### src/rtl/pipeline_pkg.sv
// Shared pipeline definitions: register-file size, datapath width and the
// pipeline-control FSM state type.
package pipeline_pkg;

    localparam int RF_SIZE = 32;
    localparam int XLEN    = 64;

    typedef enum logic [1:0] {
        RUN        = 2'd0,
        MEM_WAIT   = 2'd1,
        REDIR_HOLD = 2'd2
    } ctrl_state_e;

endpackage

### src/rtl/pipe_ctrl_if.sv
// Hazard-request / stage-command bundle between the pipeline and pipe_ctrl.
// The master is the pipeline (raises requests, obeys commands); the slave is
// the controller.
interface pipe_ctrl_if
    import pipeline_pkg::*;
#(
    parameter int CNT_W = 32
);
    logic            load_use_stall;
    logic            redirect_ex;
    logic [XLEN-1:0] redirect_pc_ex;
    logic            imem_busy;
    logic            dmem_busy;

    logic            stall_if;
    logic            stall_id;
    logic            stall_ex;
    logic            stall_mem;
    logic            flush_id;
    logic            flush_ex;
    logic            flush_wb;
    logic            pc_redirect_valid;
    logic [XLEN-1:0] pc_redirect;
    logic [CNT_W-1:0] stall_cycles;
    logic [CNT_W-1:0] redirect_count;

    modport master (
        output load_use_stall, redirect_ex, redirect_pc_ex, imem_busy, dmem_busy,
        input  stall_if, stall_id, stall_ex, stall_mem,
        input  flush_id, flush_ex, flush_wb,
        input  pc_redirect_valid, pc_redirect, stall_cycles, redirect_count
    );

    modport slave (
        input  load_use_stall, redirect_ex, redirect_pc_ex, imem_busy, dmem_busy,
        output stall_if, stall_id, stall_ex, stall_mem,
        output flush_id, flush_ex, flush_wb,
        output pc_redirect_valid, pc_redirect, stall_cycles, redirect_count
    );

endinterface

### src/rtl/pipe_ctrl_sat_counter.sv
// Up-counter that sticks at all-ones instead of wrapping.
module sat_counter #(
    parameter int WIDTH = 32
) (
    input  logic             clk,
    input  logic             rst,
    input  logic             inc,
    output logic [WIDTH-1:0] count
);

    logic [WIDTH-1:0] count_q, count_d;

    // next count: increment unless already saturated
    always_comb begin
        count_d = count_q;
        if (inc && (count_q != '1)) begin
            count_d = count_q + WIDTH'(1);
        end
    end

    // count register
    always_ff @(posedge clk) begin
        if (rst) begin
            count_q <= '0;
        end else begin
            count_q <= count_d;
        end
    end

    assign count = count_q;

endmodule

### src/rtl/pipe_ctrl.sv
// Pipeline control responder: turns hazard requests into per-stage hold and
// bubble commands plus the fetch redirect, all combinational from the inputs
// and registered state.
//
//   state      | meaning
//   -----------+-----------------------------------------------------------
//   RUN        | normal flow; requests answered by priority
//   MEM_WAIT   | previous cycle froze on dmem_busy; a deferred redirect may
//              | be pending for the release cycle
//   REDIR_HOLD | redirect target (pend_pc) held on fetch until imem is free
//
// Priority within a cycle: dmem_busy > redirect > load_use_stall > imem_busy.
// pend_valid stays set while in REDIR_HOLD so that a memory freeze taken from
// there re-issues the held redirect on release. Requests other than
// dmem_busy are ignored in REDIR_HOLD and on a pending-redirect release.
module pipe_ctrl
    import pipeline_pkg::*;
#(
    parameter int CNT_W = 32
) (
    input  logic        clk,
    input  logic        rst,
    pipe_ctrl_if.slave  bus
);

    ctrl_state_e     state_q, state_d;
    logic            pend_valid_q, pend_valid_d;
    logic [XLEN-1:0] pend_pc_q, pend_pc_d;
    logic            redir_accept;

    // command outputs and next state from current requests and state
    always_comb begin
        state_d               = state_q;
        pend_valid_d          = pend_valid_q;
        pend_pc_d             = pend_pc_q;
        redir_accept          = 1'b0;
        bus.stall_if          = 1'b0;
        bus.stall_id          = 1'b0;
        bus.stall_ex          = 1'b0;
        bus.stall_mem         = 1'b0;
        bus.flush_id          = 1'b0;
        bus.flush_ex          = 1'b0;
        bus.flush_wb          = 1'b0;
        bus.pc_redirect_valid = 1'b0;
        bus.pc_redirect       = pend_pc_q;

        if (rst) begin
            bus.flush_id = 1'b1;
            bus.flush_ex = 1'b1;
            bus.flush_wb = 1'b1;
        end else if (bus.dmem_busy) begin
            bus.stall_if  = 1'b1;
            bus.stall_id  = 1'b1;
            bus.stall_ex  = 1'b1;
            bus.stall_mem = 1'b1;
            bus.flush_wb  = 1'b1;
            state_d       = MEM_WAIT;
            if (bus.redirect_ex && !pend_valid_q) begin
                pend_valid_d = 1'b1;
                pend_pc_d    = bus.redirect_pc_ex;
                redir_accept = 1'b1;
            end
        end else if (state_q == REDIR_HOLD) begin
            bus.pc_redirect_valid = 1'b1;
            bus.flush_id          = 1'b1;
            if (!bus.imem_busy) begin
                state_d      = RUN;
                pend_valid_d = 1'b0;
            end
        end else if ((state_q == MEM_WAIT) && pend_valid_q) begin
            bus.pc_redirect_valid = 1'b1;
            bus.flush_id          = 1'b1;
            bus.flush_ex          = 1'b1;
            if (bus.imem_busy) begin
                state_d = REDIR_HOLD;
            end else begin
                state_d      = RUN;
                pend_valid_d = 1'b0;
            end
        end else begin
            state_d = RUN;
            if (bus.redirect_ex) begin
                bus.pc_redirect_valid = 1'b1;
                bus.pc_redirect       = bus.redirect_pc_ex;
                bus.flush_id          = 1'b1;
                bus.flush_ex          = 1'b1;
                redir_accept          = 1'b1;
                if (bus.imem_busy) begin
                    state_d      = REDIR_HOLD;
                    pend_valid_d = 1'b1;
                    pend_pc_d    = bus.redirect_pc_ex;
                end
            end else if (bus.load_use_stall) begin
                bus.stall_if = 1'b1;
                bus.stall_id = 1'b1;
                bus.flush_ex = 1'b1;
            end else if (bus.imem_busy) begin
                bus.stall_if = 1'b1;
                bus.flush_id = 1'b1;
            end
        end
    end

    // state and pending-redirect registers
    always_ff @(posedge clk) begin
        if (rst) begin
            state_q      <= RUN;
            pend_valid_q <= 1'b0;
            pend_pc_q    <= '0;
        end else begin
            state_q      <= state_d;
            pend_valid_q <= pend_valid_d;
            pend_pc_q    <= pend_pc_d;
        end
    end

    sat_counter #(.WIDTH(CNT_W)) u_stall_cnt (
        .clk   (clk),
        .rst   (rst),
        .inc   (bus.stall_if),
        .count (bus.stall_cycles)
    );

    sat_counter #(.WIDTH(CNT_W)) u_redir_cnt (
        .clk   (clk),
        .rst   (rst),
        .inc   (redir_accept),
        .count (bus.redirect_count)
    );

endmodule

### src/flat_wrapper.sv
// flat-port wrapper written by rule: the top's interface ports become plain ports
module pipe_ctrl_flat import pipeline_pkg::*;
#(
    parameter int CNT_W = 32
)
  (clk, rst, bus_load_use_stall, bus_redirect_ex, bus_redirect_pc_ex, bus_imem_busy, bus_dmem_busy, bus_stall_if, bus_stall_id, bus_stall_ex, bus_stall_mem, bus_flush_id, bus_flush_ex, bus_flush_wb, bus_pc_redirect_valid, bus_pc_redirect, bus_stall_cycles, bus_redirect_count);
  pipe_ctrl_if #(.CNT_W(CNT_W)) bus_i ();
  input  logic clk;
  input  logic rst;
  input wire logic [$bits(bus_i.load_use_stall)-1:0] bus_load_use_stall;
  input wire logic [$bits(bus_i.redirect_ex)-1:0] bus_redirect_ex;
  input wire logic [$bits(bus_i.redirect_pc_ex)-1:0] bus_redirect_pc_ex;
  input wire logic [$bits(bus_i.imem_busy)-1:0] bus_imem_busy;
  input wire logic [$bits(bus_i.dmem_busy)-1:0] bus_dmem_busy;
  output wire logic [$bits(bus_i.stall_if)-1:0] bus_stall_if;
  output wire logic [$bits(bus_i.stall_id)-1:0] bus_stall_id;
  output wire logic [$bits(bus_i.stall_ex)-1:0] bus_stall_ex;
  output wire logic [$bits(bus_i.stall_mem)-1:0] bus_stall_mem;
  output wire logic [$bits(bus_i.flush_id)-1:0] bus_flush_id;
  output wire logic [$bits(bus_i.flush_ex)-1:0] bus_flush_ex;
  output wire logic [$bits(bus_i.flush_wb)-1:0] bus_flush_wb;
  output wire logic [$bits(bus_i.pc_redirect_valid)-1:0] bus_pc_redirect_valid;
  output wire logic [$bits(bus_i.pc_redirect)-1:0] bus_pc_redirect;
  output wire logic [$bits(bus_i.stall_cycles)-1:0] bus_stall_cycles;
  output wire logic [$bits(bus_i.redirect_count)-1:0] bus_redirect_count;
  assign bus_i.load_use_stall = bus_load_use_stall;
  assign bus_i.redirect_ex = bus_redirect_ex;
  assign bus_i.redirect_pc_ex = bus_redirect_pc_ex;
  assign bus_i.imem_busy = bus_imem_busy;
  assign bus_i.dmem_busy = bus_dmem_busy;
  assign bus_stall_if = bus_i.stall_if;
  assign bus_stall_id = bus_i.stall_id;
  assign bus_stall_ex = bus_i.stall_ex;
  assign bus_stall_mem = bus_i.stall_mem;
  assign bus_flush_id = bus_i.flush_id;
  assign bus_flush_ex = bus_i.flush_ex;
  assign bus_flush_wb = bus_i.flush_wb;
  assign bus_pc_redirect_valid = bus_i.pc_redirect_valid;
  assign bus_pc_redirect = bus_i.pc_redirect;
  assign bus_stall_cycles = bus_i.stall_cycles;
  assign bus_redirect_count = bus_i.redirect_count;
  pipe_ctrl #(.CNT_W(CNT_W)) u_core (.clk(clk), .rst(rst), .bus(bus_i));
endmodule
### config.mk
export PLATFORM = sky130hd
export DESIGN_NAME = pipe_ctrl_flat
export DESIGN_NICKNAME = d
export VERILOG_FILES = /design/src/rtl/pipeline_pkg.sv /design/src/rtl/pipe_ctrl_if.sv /design/src/rtl/pipe_ctrl_sat_counter.sv /design/src/rtl/pipe_ctrl.sv /design/src/flat_wrapper.sv
export SDC_FILE = /design/constraint.sdc
export NUM_CORES = 1
export LEC_CHECK = 0
export ABC_AREA = 1
export BUFFER_PORTS_ARGS = -buffer_cell sky130_fd_sc_hd__buf_2
export CORE_UTILIZATION = 30
export DETAILED_ROUTE_END_ITERATION = 6
export HOLD_SLACK_MARGIN = 0.1
export PLACE_DENSITY = 0.59
export SYNTH_ARGS = -nofsm -noshare
export SYNTH_HDL_FRONTEND = slang
export SYNTH_SLANG_ARGS = --single-unit
### constraint.sdc
create_clock -name clk -period 2.1 [get_ports clk]
set_clock_uncertainty 0.1 [all_clocks]
set_input_delay 0.42 -clock clk [delete_from_list [all_inputs] [get_ports clk]]
set_output_delay 0.42 -clock clk [all_outputs]
set_load 0.01 [all_outputs]
Word-level counts from Yosys, hierarchy flattened
Index checks and enable logic that the tools add are counted.

Output and inout bits: 136. Logic and storage cells: 90. Input bits: 70. Flip-flop bits (word level): 131.

Reduce and logical (&&, ||, !) cells: 12. $add $sub $neg: 2. Equality and inequality tests: 9. Muxes and demuxes: 61.

Operator list (count): $mux 64 (11); $add 32x1->32 const B (2); $ne 32x32->1 const B (2); $mux 1 (45); $mux 2 (5); $reduce_bool 4->1 (2); $ne 2x2->1 const B (3); $reduce_and 5->1 (1); $logic_and 1x1->1 (4); $reduce_bool 2->1 (2); $ne 3x3->1 const B (1); $reduce_and 3->1 (1); $eq 2x1->1 const B (1); $eq 2x2->1 const B (1); $ne 2x1->1 const B (1); $reduce_or 2->1 (1); $logic_not 1->1 (1).

Logic depth before layout (Yosys ltp)
Depth in word-level cells: 8. Depth in mapped cells: 11. Mapped depth without buffers: 10.

Hierarchy
From an unflattened synthesis, not the netlist that was laid out.

Cell total of the unflattened synthesis: 1307. Area, all modules: 7828.8 um^2.

Modules (own cells, without submodules): pipe_ctrl (times used 1, area an instance 3787.4 um^2, cells an instance 669); sat_counter (u_core.u_redir_cnt) (times used 1, area an instance 2062.0 um^2, cells an instance 324); sat_counter (u_core.u_stall_cnt) (times used 1, area an instance 1979.4 um^2, cells an instance 314).

Worst setup path after synthesis
OpenSTA, ideal clock, no wires.

Path kind: in2out. Start point: in bus_dmem_busy. End point: out bus_pc_redirect[10]. Cell stages on the path: 6. Slack: 142 ps. Data arrival time: 1438 ps. Cells stage by stage: inv_2 nand2_2 nor2_2 nand3_4 buf_6 mux2_4.

Word-level cells in the longest chain between the ends: 2.

RTL lines: from (decl) (RTL line flat_wrapper.sv:14) `input wire logic [$bits(bus_i.dmem_busy)-1:0] bus_dmem_busy;`; $mux 64 (RTL line pipe_ctrl.sv:51) `end else if (bus.dmem_busy) begin`; $mux 64 (RTL line pipe_ctrl.sv:47) `if (rst) begin`; to (decl) (RTL line flat_wrapper.sv:23) `output wire logic [$bits(bus_i.pc_redirect)-1:0] bus_pc_redirect;`.

Every way passes these cells.

Final worst setup path
Start point: reg u_core.state_q[0]. End point: out bus_pc_redirect[0].

Word-level cells in the longest chain between the ends: 6. Elaborated cells between the ends (all ways): 7. Those cells by class: eq/ne: 2; mux: 4; reduce/logical: 1.

RTL lines: from (decl) (RTL line pipe_ctrl.sv:26) `ctrl_state_e state_q, state_d;`; from (signal assigned) (RTL line pipe_ctrl.sv:111) `state_q <= state_d;`; $eq 2x1->1 (RTL line pipe_ctrl.sv:70) `end else if ((state_q == MEM_WAIT) && pend_valid_q) begin`; $logic_and 1x1->1 (RTL line pipe_ctrl.sv:70); $mux 64 (RTL line pipe_ctrl.sv:70); $mux 64 * (RTL line pipe_ctrl.sv:63) `end else if (state_q == REDIR_HOLD) begin`; $mux 64 * (RTL line pipe_ctrl.sv:51); $mux 64 * (RTL line pipe_ctrl.sv:47).

Every way passes the cells marked *; elsewhere a longest branch is shown, timed or not.

==> impl_metrics.toml <==
[outcome]
outcome = "complete, but fails checks"
failed_checks = "setup timing"

[setup_path]
cp_top_family = "buffers and inverters"
critPathRequiredTime_ns = 1.58
path_class = "reg -> out"
max_stage_delay_ns = 0.35
worst_setup_path_start_kind = "flop"
timing.critical_path.fanout_max = 8
worstPathBufferInverterCount = 3
worstSetupEndpointType = "output pin"
worstPathCellList = "nand2_1, nor2_4, nor2_4, nand3_4, buf_12, clkbuf_16, mux2_2, buf_6"
worstPathArrival_ns = 1.96
critical_path.most_common_cell = "nor2_4"
cp_slowest_cell = "dfxtp_2"

[final_layout]
nNetsFinal = 1442
fin_area_um2 = 10700
finish.cell_count_without_fillers = 1714
area_growth_pct = 37.4
drive_above_1_share = 0.317

[place]
placed_cells_incl_taps = 1671
port-buffer-count = 205
dp.final_hpwl_mm = 17.5
placed_area_um2 = 9510
globalplace.congestion = 0.903

[yosys]
avgSynthCellArea_um2 = 6.94
asyncSetResetFlopFracSynth = 0
synth.yosys.seq_area_share = 0.338
syn_nets = 1191
synth_top_area_frac = 0.338
ys.warnings.count = 0
post_synth_edffs = 0
syn-cell-area_um2 = 7760
ys_ff_latch = 131
synth_cell_types = 33
synth_commonest_cells = "nand2_1, nor2_1, dfxtp_1"
yosys-top-cells-area = "dfxtp_1, nand2_1, nor2_1"
synth.largest_area_cell = "dfxtp_1"
syn_inst = 1119
dominantRegCellSynth = "dfxtp_1"

[sta]
slew_viol_final = 0
fmax_mhz = 404
final.setup.tns_ns = -22.51
slew_headroom = 0.705
finalHoldViolations = 0
min_period_over_period = 1.18
timing.final.setup_violations = 67
setup_repair_after_global_routing_missed_its_margin = "true"
period_needed_ns = 2.48
tightest_slew_ns = 0.442
final_critical_path_setup_slack_ns = -0.376

[detailed_routing]
remaining_drc_errors = 0
routed_wl_mm = 24.1
firstDrtPassIters = 5
antenna_left = 0
num_vias = 7894
via_per_inst = 4.61
detail_route.wl_per_cell_um = 14.0
drt-initial-drc-count = 478

[global_route]
groute.usage.overall = 0.185
global_route_wire_length_before_repair_mm = 38.9
grtUsageMet3 = 0.0385
layer_with_the_highest_usage_after_global_routing = "met2"
initial_antenna_violation_count = 3
global_route.usage.met1 = 0.252
globalRoute.totalOverflow = 0
grt_max_degree = 66
first_global_vias = 7368
grt_use_met2 = 0.295

[power_and_ir_drop]
vdd.ir_drop.worst_mv = 0.370
cellPowerDensity_nw_per_um2 = 663
power.leakage_nw = 4.87

[floorplan]
io_pins = 206
die_w_um = 163
core_area_um2 = 25300
chip_height_um = 163
dieArea_um2 = 26500
placementRows = 58
initial_core_util = 0.307

[clock_network]
cts_hold_buf = 0
latest_clock_arrival_within_the_worst_skew_pair_ns = 0.43
clock_tree.buffer_depth = 2
path_clk_slew_ns = 0.07
cts_tree = "yes"
clock-sinks = 131
cts_bufs_inserted = 17
clock_tree.root_cell = "clkbuf_16"
clock_tree.htree_level_count = 4

[flow_run]
maxCapViolCount = 0

[min_path]
hp-class = "in -> reg"
[cells by family after synthesis]
kind of cell / Yosys count / share of synthesized area
AOI/OAI and AO/OA: 120 / 0.0845
xor gates and xnor gates: 24 / 0.0271
adders and majority gates: 2 / 0.00322
buffers and inverters: 116 / 0.0722
DFF: 131 / 0.338
muxes: 64 / 0.122
and+or+nand+nor: 662 / 0.353
[area by class of cell]
cell class | count | area [µm²]
inverters | 69 | 259
fillers | 2608 | 14600
repair buffers | 279 | 2110
flip-flops and latches | 131 | 2630
clock inverters | 15 | 180
clock buffers | 17 | 425
diodes | 1 | 2.50
multi-input cells | 872 | 4650
well taps | 330 | 413
[through the flow]
step	worst slack (ns)	power, mW	hold WS, ns	utilization
after global routing	-0.457	7.40	0.150	0.422
after floorplan	0.142	3.40	0.349	-
after detailed placement	-0.0872	3.82	0.380	0.377
after global placement	-0.0776	3.81	0.368	0.377
after CTS	-0.406	7.13	0.134	0.419
final	-0.376	7.07	0.157	0.422
[cell usage in the layout (no fill, tap or decap), types with 2 or more instances in the layout]
master,netlist,routed
inv_8,0,6
buf_6,9,49
buf_8,0,2
xor2_1,15,15
inv_2,4,6
clkinv_8,0,2
inv_6,0,4
o21ai_0,69,68
nand3_2,1,3
nand2_1,280,278
buf_4,5,58
nand2_2,16,16
buf_2,18,156
nor2_1,280,279
dfxtp_2,0,2
buf_16,0,3
nand3b_1,2,2
xnor2_1,9,9
inv_1,65,63
a21oi_1,34,34
o21ai_1,1,2
a21oi_2,14,13
clkinvlp_4,0,2
nand2_4,3,5
nand3_1,58,56
nor2_4,6,9
nand4_1,5,5
mux2_4,60,60
clkbuf_16,0,18
nor3_1,2,2
nor2_2,6,4
mux2_2,4,4
buf_12,1,10
dfxtp_1,131,128
[routing by layer]
metal | share of wire | vias up
met2 | 0.46 | 245
li1 | - | 4054
met1 | 0.47 | 3570
met4 | 0.0099 | 4
met5 | 0.0011 | -
met3 | 0.058 | 21
[path summary, 6_finish.rpt]
kind | from | to | slack, ns | cells after the start
setup / recovery | u_core.state_q[0] | bus_pc_redirect[0] | -0.38 | 8
hold reg to reg | u_core.pend_pc_q[46] | u_core.pend_pc_q[46] | 0.39 | 2
hold / removal | bus_redirect_pc_ex[46] | u_core.pend_pc_q[46] | 0.16 | 3
setup reg to reg | u_core.u_stall_cnt.count[0] | u_core.u_stall_cnt.count[23] | 0.23 | 11
[where the power goes]
group          internal [mW]  switching [mW]
sequential              2.61          0.0853
clock                   1.71            1.40
combinational          0.662           0.593
total                   4.99            2.08
[flip-flops by register name, summed over array words and instances (netlist names)]
signal	cells
u_core.u_stall_cnt.count	32
u_core.state_q	2
u_core.u_redir_cnt.count	32
u_core.pend_pc_q	64
u_core.pend_valid_q	1
[timing repair]
action                                  4_1_cts  5_1_grt
cloned                                        3        1
endpoints found under the setup margin       68       79
resized for setup                            62       14
pin swaps                                     2        6
buffers inserted                              5        2
[worst register-to-register path: cells and delay by family (launching register included)]
family          cells  cell delay (ns)
compound gates      1             0.06
fa+ha+maj           1             0.20
buf+inv             3             0.32
flops               1             0.34
simple gates        6             0.73
Power figures use the tool's default switching activity.
